<file path="config.mk">
export PLATFORM = sky130hd
export DESIGN_NAME = lif_neuron_chain_flat
export DESIGN_NICKNAME = d
export VERILOG_FILES = /design/src/rtl/lif_pkg.sv /design/src/rtl/lif_if.sv /design/src/rtl/lif_neuron_chain_stage.sv /design/src/rtl/lif_neuron_chain.sv /design/src/flat_wrapper.sv
export SDC_FILE = /design/constraint.sdc
export NUM_CORES = 1
export LEC_CHECK = 0
export CORE_MARGIN = 10
export CORE_UTILIZATION = 50
export DETAILED_ROUTE_END_ITERATION = 7
export PLACE_DENSITY = 0.78
export SYNTH_ARGS = -nofsm -noshare
export SYNTH_HDL_FRONTEND = slang
export SYNTH_HIERARCHICAL = 1
export SYNTH_SLANG_ARGS = --single-unit
</file>
<file path="constraint.sdc">
create_clock -name clk -period 3.5 [get_ports clk]
set_clock_uncertainty 0.2 [all_clocks]
set_input_delay 0.525 -clock clk [delete_from_list [all_inputs] [get_ports clk]]
set_output_delay 0.525 -clock clk [all_outputs]
set_load 0.05 [all_outputs]
</file>
<file path="src/rtl/lif_pkg.sv">
// lif_pkg: shared constants and helpers for the LIF neuron chain.
// Coupling modes, saturating add and refractory counter sizing.
package lif_pkg;

  localparam int LIF_COUPLE_VMEM  = 0;
  localparam int LIF_COUPLE_SPIKE = 1;
  localparam int LIF_CNT_W        = 16;

  // a + b clamped to 2^w - 1 (w <= 32); callers size-cast the result
  function automatic logic [31:0] sat_add(
    input logic [31:0] a,
    input logic [31:0] b,
    input int unsigned w
  );
    logic [32:0] s;
    logic [32:0] m;
    s = {1'b0, a} + {1'b0, b};
    m = (33'd1 << w) - 33'd1;
    return (s > m) ? m[31:0] : s[31:0];
  endfunction

  function automatic int refrac_w(input int n);
    return (n < 1) ? 1 : $clog2(n + 1);
  endfunction

endpackage

</file>
<file path="src/rtl/lif_if.sv">
// lif_if: control/input and observation bundle of the neuron chain.
// master drives ena/i_syn, slave (the chain) drives the outputs.
interface lif_if #(
  parameter int N_STAGES = 7,
  parameter int WIDTH    = 8
);
  logic                ena;
  logic [WIDTH-1:0]    i_syn;
  logic [WIDTH-1:0]    v_mem_out;
  logic [N_STAGES-1:0] spike_out;
  logic [15:0]         spike_count;

  modport master (
    output ena,
    output i_syn,
    input  v_mem_out,
    input  spike_out,
    input  spike_count
  );

  modport slave (
    input  ena,
    input  i_syn,
    output v_mem_out,
    output spike_out,
    output spike_count
  );
endinterface

</file>
<file path="src/rtl/lif_neuron_chain_stage.sv">
// lif_stage: one leaky integrate-and-fire neuron.
// Holds membrane v, refractory counter r and the spike flag.
module lif_stage
  import lif_pkg::*;
#(
  parameter int WIDTH         = 8,
  parameter int THRESHOLD     = 200,
  parameter int LEAK_SHIFT    = 1,
  parameter int REFRAC_CYCLES = 2
) (
  input  logic             clk,
  input  logic             rst_n,
  input  logic             ena,
  input  logic [WIDTH-1:0] in_i,
  output logic [WIDTH-1:0] v_o,
  output logic             spike_o,
  output logic             fire_o
);

  localparam int RW = refrac_w(REFRAC_CYCLES);
  localparam logic [WIDTH-1:0] TH = WIDTH'(THRESHOLD);
  localparam logic [RW-1:0] RMAX = RW'(REFRAC_CYCLES);

  logic [WIDTH-1:0] v_q, v_d;
  logic [WIDTH-1:0] leaked;
  logic [RW-1:0]    r_q, r_d;
  logic             spike_q, spike_d;
  logic             refr;

  assign refr   = (r_q != '0);
  assign leaked = v_q - (v_q >> LEAK_SHIFT);
  assign fire_o = ena && !refr && (v_q >= TH);

  always_comb begin
    v_d     = v_q;
    r_d     = r_q;
    spike_d = spike_q;
    if (ena) begin
      if (refr) begin
        v_d     = '0;
        r_d     = r_q - RW'(1);
        spike_d = 1'b0;
      end else if (v_q >= TH) begin
        v_d     = '0;
        r_d     = RMAX;
        spike_d = 1'b1;
      end else begin
        v_d     = WIDTH'(sat_add(32'(leaked), 32'(in_i), WIDTH));
        spike_d = 1'b0;
      end
    end
  end

  always_ff @(posedge clk or negedge rst_n) begin
    if (!rst_n) begin
      v_q     <= '0;
      r_q     <= '0;
      spike_q <= 1'b0;
    end else begin
      v_q     <= v_d;
      r_q     <= r_d;
      spike_q <= spike_d;
    end
  end

  assign v_o     = v_q;
  assign spike_o = spike_q;

endmodule

</file>
<file path="src/rtl/lif_neuron_chain.sv">
// lif_neuron_chain: N_STAGES cascaded LIF neurons with coupling mux.
// Optional last-stage spike counter behind macro LIF_SPIKE_COUNT_EN.
module lif_neuron_chain
  import lif_pkg::*;
#(
  parameter int N_STAGES      = 7,
  parameter int WIDTH         = 8,
  parameter int THRESHOLD     = 200,
  parameter int LEAK_SHIFT    = 1,
  parameter int REFRAC_CYCLES = 2,
  parameter int COUPLING_MODE = LIF_COUPLE_VMEM,
  parameter int SPIKE_WEIGHT  = 100
) (
  input  logic clk,
  input  logic rst_n,
  lif_if.slave bus
);

  localparam logic [WIDTH-1:0] SW = WIDTH'(SPIKE_WEIGHT);

  logic [N_STAGES-1:0][WIDTH-1:0] v;
  logic [N_STAGES-1:0][WIDTH-1:0] stage_in;
  logic [N_STAGES-1:0]            spike;
  logic [N_STAGES-1:0]            fire;
  logic                           unused_sig;

  for (genvar k = 0; k < N_STAGES; k++) begin : g_stage
    if (k == 0) begin : g_src
      assign stage_in[k] = bus.i_syn;
    end else if (COUPLING_MODE == LIF_COUPLE_SPIKE) begin : g_spk
      assign stage_in[k] = spike[k-1] ? SW : '0;
    end else begin : g_vm
      assign stage_in[k] = v[k-1];
    end

    lif_stage #(
      .WIDTH        (WIDTH),
      .THRESHOLD    (THRESHOLD),
      .LEAK_SHIFT   (LEAK_SHIFT),
      .REFRAC_CYCLES(REFRAC_CYCLES)
    ) u_stage (
      .clk    (clk),
      .rst_n  (rst_n),
      .ena    (bus.ena),
      .in_i   (stage_in[k]),
      .v_o    (v[k]),
      .spike_o(spike[k]),
      .fire_o (fire[k])
    );
  end

  // inner membranes are dead in spike coupling, fire only feeds the counter
  assign unused_sig = ^{fire, v};

  assign bus.v_mem_out = v[N_STAGES-1];
  assign bus.spike_out = spike;

`ifdef LIF_SPIKE_COUNT_EN
  logic [LIF_CNT_W-1:0] cnt_q, cnt_d;

  always_comb begin
    cnt_d = cnt_q;
    if (fire[N_STAGES-1] && (cnt_q != '1)) begin
      cnt_d = cnt_q + LIF_CNT_W'(1);
    end
  end

  always_ff @(posedge clk or negedge rst_n) begin
    if (!rst_n) begin
      cnt_q <= '0;
    end else begin
      cnt_q <= cnt_d;
    end
  end

  assign bus.spike_count = cnt_q;
`else
  assign bus.spike_count = '0;
`endif

endmodule

</file>
<file path="src/flat_wrapper.sv">
// flat-port wrapper written by rule: the top's interface ports become plain ports
module lif_neuron_chain_flat import lif_pkg::*;
#(
  parameter int N_STAGES      = 7,
  parameter int WIDTH         = 8,
  parameter int THRESHOLD     = 200,
  parameter int LEAK_SHIFT    = 1,
  parameter int REFRAC_CYCLES = 2,
  parameter int COUPLING_MODE = LIF_COUPLE_VMEM,
  parameter int SPIKE_WEIGHT  = 100
)
  (clk, rst_n, bus_ena, bus_i_syn, bus_v_mem_out, bus_spike_out, bus_spike_count);
  lif_if #(.N_STAGES(N_STAGES), .WIDTH(WIDTH)) bus_i ();
  input  logic clk;
  input  logic rst_n;
  input wire logic [$bits(bus_i.ena)-1:0] bus_ena;
  input wire logic [$bits(bus_i.i_syn)-1:0] bus_i_syn;
  output wire logic [$bits(bus_i.v_mem_out)-1:0] bus_v_mem_out;
  output wire logic [$bits(bus_i.spike_out)-1:0] bus_spike_out;
  output wire logic [$bits(bus_i.spike_count)-1:0] bus_spike_count;
  assign bus_i.ena = bus_ena;
  assign bus_i.i_syn = bus_i_syn;
  assign bus_v_mem_out = bus_i.v_mem_out;
  assign bus_spike_out = bus_i.spike_out;
  assign bus_spike_count = bus_i.spike_count;
  lif_neuron_chain #(.N_STAGES(N_STAGES), .WIDTH(WIDTH), .THRESHOLD(THRESHOLD), .LEAK_SHIFT(LEAK_SHIFT), .REFRAC_CYCLES(REFRAC_CYCLES), .COUPLING_MODE(COUPLING_MODE), .SPIKE_WEIGHT(SPIKE_WEIGHT)) u_core (.clk(clk), .rst_n(rst_n), .bus(bus_i));
endmodule
</file>
==> results of run 1 <==
==> timing repair <==
| item | 4_1_cts | 5_1_grt |
|---|---|---|
| endpoints found under the hold margin | 3 | 0 |
| resized for setup | 0 | 1 |
| buffers inserted | 0 | 0 |
| hold buffers | 1 | 0 |
| endpoints found under the setup margin | 0 | 1 |
==> layout by cell type, fill, tap and decap left out, drive strengths merged, types with 8 or more instances in the layout <==
master / instances
a31oi: 14
inv: 135
clkbuf: 9
clkdlybuf4s50: 23
xor2: 21
o22ai: 28
conb: 16
dfrtp: 77
a211o: 14
fa: 14
nand2: 35
xnor2: 42
nor2: 87
nand2b: 14
o221ai: 49
buf: 8
or2: 14
a21oi: 38
mux2i: 11
ha: 147
o21ai: 42
nor2b: 28
nor3: 14
==> worst max-delay path by stage <==
stage / endpoint / slack (ns) / cells after the start
2_1_floorplan: u_core/g_stage[6].u_stage/v_o[7]$_DFFE_PN0P_ / 0.08 / 12
3_3_place_gp: u_core/g_stage[0].u_stage/v_o[7]$_DFFE_PN0P_ / 0.25 / 12
3_5_place_dp: u_core/g_stage[0].u_stage/v_o[7]$_DFFE_PN0P_ / 0.16 / 12
4_1_cts: u_core/g_stage[5].u_stage/v_o[7]$_DFFE_PN0P_ / 0.15 / 12
5_1_grt: u_core/g_stage[2].u_stage/v_o[7]$_DFFE_PN0P_ / 0.02 / 13
6_report: u_core/g_stage[5].u_stage/v_o[7]$_DFFE_PN0P_ / 0.14 / 12
==> stage by stage <==
step,hold WS (ns),worst slack (ns),utilization [%]
final,0.330,0.138,56.1
after global routing,0.366,0.0178,56.1
after CTS,0.332,0.154,56.1
after detailed placement,0.324,0.163,53.9
after global placement,0.316,0.254,53.9
after floorplan,0.0294,0.0832,-
==> layout make-up <==
type                       instances  area (sq um)  area share (%)
multi-input combinational        719          5960            64.0
timing repair buffer              32           300            3.23
inverter                         133           499            5.37
sequential                        77          1930            20.7
clock inverter                     7           120            1.29
clock buffer                       9           225            2.42
tap                              220           275            2.96
==> routing by layer <==
metal	track usage, %	share of wire (%)	vias up
met2	29.6	50	93
li1	-	-	3393
met4	3.55	1.1	0
met3	2.97	3.0	22
met5	0	0	-
met1	19.9	46	3200
==> sequential cells by signal, summed over array words and instances (netlist names) <==
| name | count |
|---|---|
| u_core/g_stage.u_stage/spike_o | 7 |
| u_core/g_stage.u_stage/r_q | 14 |
| u_core/g_stage.u_stage/v_o | 56 |
==> critical path, stage by stage, from the launching register on <==
cell,delay [ns]
dfrtp_1,0.43
ha_1,0.24
fa_1,0.44
nor2b_4,0.14
o21ai_2,0.06
a21oi_2,0.16
nor4_1,0.06
a311o_1,0.32
ha_1,0.32
a2111o_1,0.45
o22ai_2,0.13
xor2_1,0.17
o221ai_1,0.11
==> results_dict.tcl, run 1 <==
set metrics [dict create \
    fin_crit_sh_pct 96.1 \
    finalCriticalPeriod_ns 3.36 \
    clk_pin_slew_ns 0.07 \
    antenna_found_initial 0 \
    finalHoldViolations 0 \
    drc_errors 0 \
    holdCritPathClass "reg -> reg" \
    drtIter0Drc 354 \
    status "completed" \
    drive_above_1_share_pct 10.2 \
    clock_sinks 77 \
    postSynthCellCount 937 \
    fp.dieW_um 150 \
    r2r_setup_slack_ns 0.14 \
    rsz0062_at_grt "false" \
    cp.arrival_ns 3.38 \
    grt.overflow.total 0 \
    dp_cells 1180 \
    initial_core_util_pct 51.1 \
    ys_warn_count 6 \
    htreeDepth 3 \
    crit_start "u_core/g_stage[5].u_stage/v_o[1]$_DFFE_PN0P_" \
    ios 42 \
    criticalPathCategory "reg -> reg" \
    stdcell_area_sq_um 9300 \
    wl_per_cell_um 15.2 \
    drv_cap 0 \
    nFillCells 1477 \
    drt.antenna.violating_nets 0 \
    holdPathStages 2 \
    cts_tree "built" \
    slew_violations 0 \
    hpwl_mm 14.0 \
    r2r_cells 12 \
    critPathLaunchType "flop" \
    grt_pass1_wl_mm 31.2 \
    reg2reg_to "u_core/g_stage[5].u_stage/v_o[7]$_DFFE_PN0P_" \
    grt_pass1_vias 6834 \
    grt_max_degree 48 \
    syn_area_per_cell_sq_um 9.04 \
    placed_area_sq_um 8950 \
    die_area_sq_um 22500 \
    antenna_cells 0 \
    max_freq_ghz 0.297 \
    die_h_um 150 \
    r2r-start "u_core/g_stage[5].u_stage/v_o[1]$_DFFE_PN0P_" \
    insertion_delay_ns 0.35 \
    critPathRequiredTime_ns 3.52 \
    worstPathMaxFanout 5 \
    track_usage_pct 16.4 \
    nets 1144 \
    netlist_area_sq_um 8470 \
    max_slew_margin_pct 59.3 \
    cts_root_buf "clkbuf_16" \
    cp-end-kind "flop" \
    io_buffers 25 \
    cts_buffers 9 \
    min_to "u_core/g_stage[6].u_stage/spike_o$_DFFE_PN0P_" \
    design.core.area_sq_um 16600 \
    fin_tns_setup_ns 0 \
    synthToLayoutAreaGrowth_pct 9.85 \
    wl_mm 18.2 \
    cts_max_path_buffers 2 \
    vias 6708 \
    place.gp.congestion 0.848 \
    rows 47 \
    worstMarginPinSlew_ns 0.611 \
    stdcell_count 1197 \
    hold_path.startpoint "u_core/g_stage[6].u_stage/spike_o$_DFFE_PN0P_" \
    setup-violations-final 0 \
    viasPerCell 5.60 \
    firstDrtPassIters 5 \
]
Power of run 1 is left out: the tool's default activity adds up to more than one toggle a clock period on the data nets, which glitch-free logic cannot reach.
==> run 2, diff against run 1 <==
--- a/config.mk
+++ b/config.mk
@@ -11,5 +11,4 @@
 export PLACE_DENSITY = 0.78
 export SYNTH_ARGS = -nofsm -noshare
 export SYNTH_HDL_FRONTEND = slang
-export SYNTH_HIERARCHICAL = 1
 export SYNTH_SLANG_ARGS = --single-unit
==> run 2 against run 1 <==
Final area down 0.50%. Synthesized cell count up 1.9%. Register-to-register slack better by 0.02 ns. Die area down 0.81%. First-iteration DRC count up 6.2%. Worst setup slack better by 0.020 ns. Critical endpoint is now u_core.g_stage[1].u_stage.v_o[7]$_DFFE_PN0P_. Wire length up 4.0%.
==> results_dict.tcl, run 2 <==
set metrics [dict create \
    fin_tns_setup_ns 0 \
    synth_top_area_share_pct 23.0 \
    clk_pin_slew_ns 0.07 \
    vias 6884 \
    worstMarginPinSlew_ns 0.769 \
    dp_slack_ns 0.0619 \
    synth.distinct_cells 65 \
    io_buffers 25 \
    place.gp.congestion 0.859 \
    fp.dieW_um 150 \
    slowest_stage "dfrtp_1" \
    nets 1156 \
    grt_pass1_wl_mm 31.8 \
    grt_pass1_vias 6792 \
    critPathRequiredTime_ns 3.53 \
    postSynthCellCount 955 \
    r2r_setup_slack_ns 0.16 \
    utilization_pct 56.0 \
    netlist_area_sq_um 8390 \
    initial_core_util_pct 50.8 \
    holdWs_ns 0.289 \
    viasPerCell 5.69 \
    clock_sinks 77 \
    status "completed" \
    r2r_cells 13 \
    cp-end-kind "flop" \
    antenna_found_initial 0 \
    most-common-layout-cells "ha_1 (144), inv_1 (125), o21ai_0 (81)" \
    max_freq_ghz 0.299 \
    firstDrtPassIters 7 \
    ys_warn_count 0 \
    critPathLaunchType "flop" \
    nFillCells 1438 \
    netlist_top_cells_count "ha_1 (147), inv_1 (125), o21ai_0 (87)" \
    drive_above_1_share_pct 7.28 \
    synthArstFlopShare_pct 100 \
    cts_buffers 9 \
    holdPathStages 1 \
    cp.arrival_ns 3.37 \
    drc_errors 0 \
    cpMostUsedCell "a311o_1" \
    insertion_delay_ns 0.35 \
    syn_area_per_cell_sq_um 8.79 \
    path_cells "ha_1, fa_1, nor2b_1, o21ai_1, a21oi_2, nor4_1, a311o_1, ha_4, o21ai_2, nor2_1, o22ai_1, xnor2_1, a311o_1" \
    fin_ws_ns 0.158 \
    drtIter0Drc 376 \
    wl_mm 18.9 \
    die_area_sq_um 22400 \
    finalCriticalPeriod_ns 3.34 \
    cts_max_path_buffers 2 \
    synth_edf_count 0 \
    drv_cap 0 \
    synthToLayoutAreaGrowth_pct 10.3 \
    synth_seq_cells 77 \
    largest_reg_flops 56 \
    ios 42 \
    die_h_um 150 \
    holdCritPathClass "reg -> reg" \
    cts_root_buf "clkbuf_16" \
    track_usage_pct 17.0 \
    cts_tree "built" \
    yosysMostFrequentCell "ha_1" \
    slew_violations 0 \
    grt.overflow.total 0 \
    yosys.area.top_type "dfrtp_1" \
    design.core.area_sq_um 16500 \
    rows 47 \
    max_slew_margin_pct 48.6 \
    criticalPathCategory "reg -> reg" \
    worstPathMaxFanout 4 \
    setup-violations-final 0 \
    synth-main-ff-cell "dfrtp_1" \
    yosys-top-cells-area "dfrtp_1 (23%), ha_1 (22%), inv_1 (5.6%), xnor2_1 (5.5%), o21ai_0 (5.2%)" \
    htreeDepth 3 \
    antenna_cells 0 \
    grt_max_degree 34 \
    layout.cells.most_common "ha_1" \
    hpwl_mm 14.5 \
    fin_crit_sh_pct 95.5 \
    slowest_delay_ns 0.43 \
    finalHoldViolations 0 \
    wl_per_cell_um 15.7 \
    synth-seq-area-share_pct 23.0 \
    drt.antenna.violating_nets 0 \
]
[run 2: kinds of logic after synthesis]
kind of cell,Yosys count,synth area share [%]
adders and majority gates,161,25.3
xor gates and xnor gates,62,6.47
buffers and inverters,161,8.28
other,1,0.0447
muxes,11,1.39
and+or+nand+nor,195,11.5
DFF,77,23.0
AOI/OAI and AO/OA,287,24.1
[run 2: what timing repair did]
| action | 4_1_cts | 5_1_grt |
|---|---|---|
| endpoints found under the hold margin | 29 | 0 |
| setup endpoints to repair | 0 | 42 |
| buffers inserted | 0 | 5 |
| hold buffers | 1 | 0 |
| resized for setup | 0 | 23 |
[run 2: area by class of cell]
cell class / instances / area (sq um) / share of cell area, %
Clock buffer: 9 / 225 / 2.43
Timing Repair Buffer: 38 / 355 / 3.84
Inverter: 126 / 473 / 5.11
Sequential cell: 77 / 1930 / 20.8
Clock inverter: 7 / 86.3 / 0.933
Multi-Input combinational cell: 732 / 5910 / 63.9
Tap cell: 220 / 275 / 2.97
[run 2: critical path: cells and delay by family (launching register included)]
family | cells | cell delay (ns)
flip-flops | 1 | 0.43
AO/OA/AOI/OAI | 6 | 1.15
AND/OR/NAND/NOR | 3 | 0.32
XOR/XNOR | 1 | 0.16
adder cells (fa/ha/maj) | 3 | 0.94
[run 2: worst paths after layout]
kind / from / endpoint
min in group asynchronous: rst_n / u_core.g_stage[3].u_stage.r_q[1]$_DFFE_PN0P_
max in group asynchronous: rst_n / u_core.g_stage[2].u_stage.v_o[2]$_DFFE_PN0P_
max reg2reg: u_core.g_stage[1].u_stage.v_o[1]$_DFFE_PN0P_ / u_core.g_stage[1].u_stage.v_o[7]$_DFFE_PN0P_
min: u_core.g_stage[1].u_stage.spike_o$_DFFE_PN0P_ / u_core.g_stage[1].u_stage.spike_o$_DFFE_PN0P_
min reg2reg: u_core.g_stage[1].u_stage.spike_o$_DFFE_PN0P_ / u_core.g_stage[1].u_stage.spike_o$_DFFE_PN0P_
max: u_core.g_stage[1].u_stage.v_o[1]$_DFFE_PN0P_ / u_core.g_stage[1].u_stage.v_o[7]$_DFFE_PN0P_
[run 2: stage by stage]
| step | cell area [sq um] | std cells |
|---|---|---|
| 2_1_floorplan | 8450 | 970 |
| 4_1_cts | 9130 | 1204 |
| 5_1_grt | 9260 | 1209 |
| 3_5_place_dp | 8810 | 1187 |
| 6_report | 9260 | 1209 |
| 3_3_place_gp | 8810 | 1187 |
[run 2: layer usage]
layer,vias to the layer above,part of all wire (%),track usage (%)
li1,3450,-,-
met2,115,49,29.3
met3,17,3.8,2.99
met5,-,0,0
met4,0,1.3,4.02
met1,3302,46,21.5
Power of run 2 is left out for the same reason.
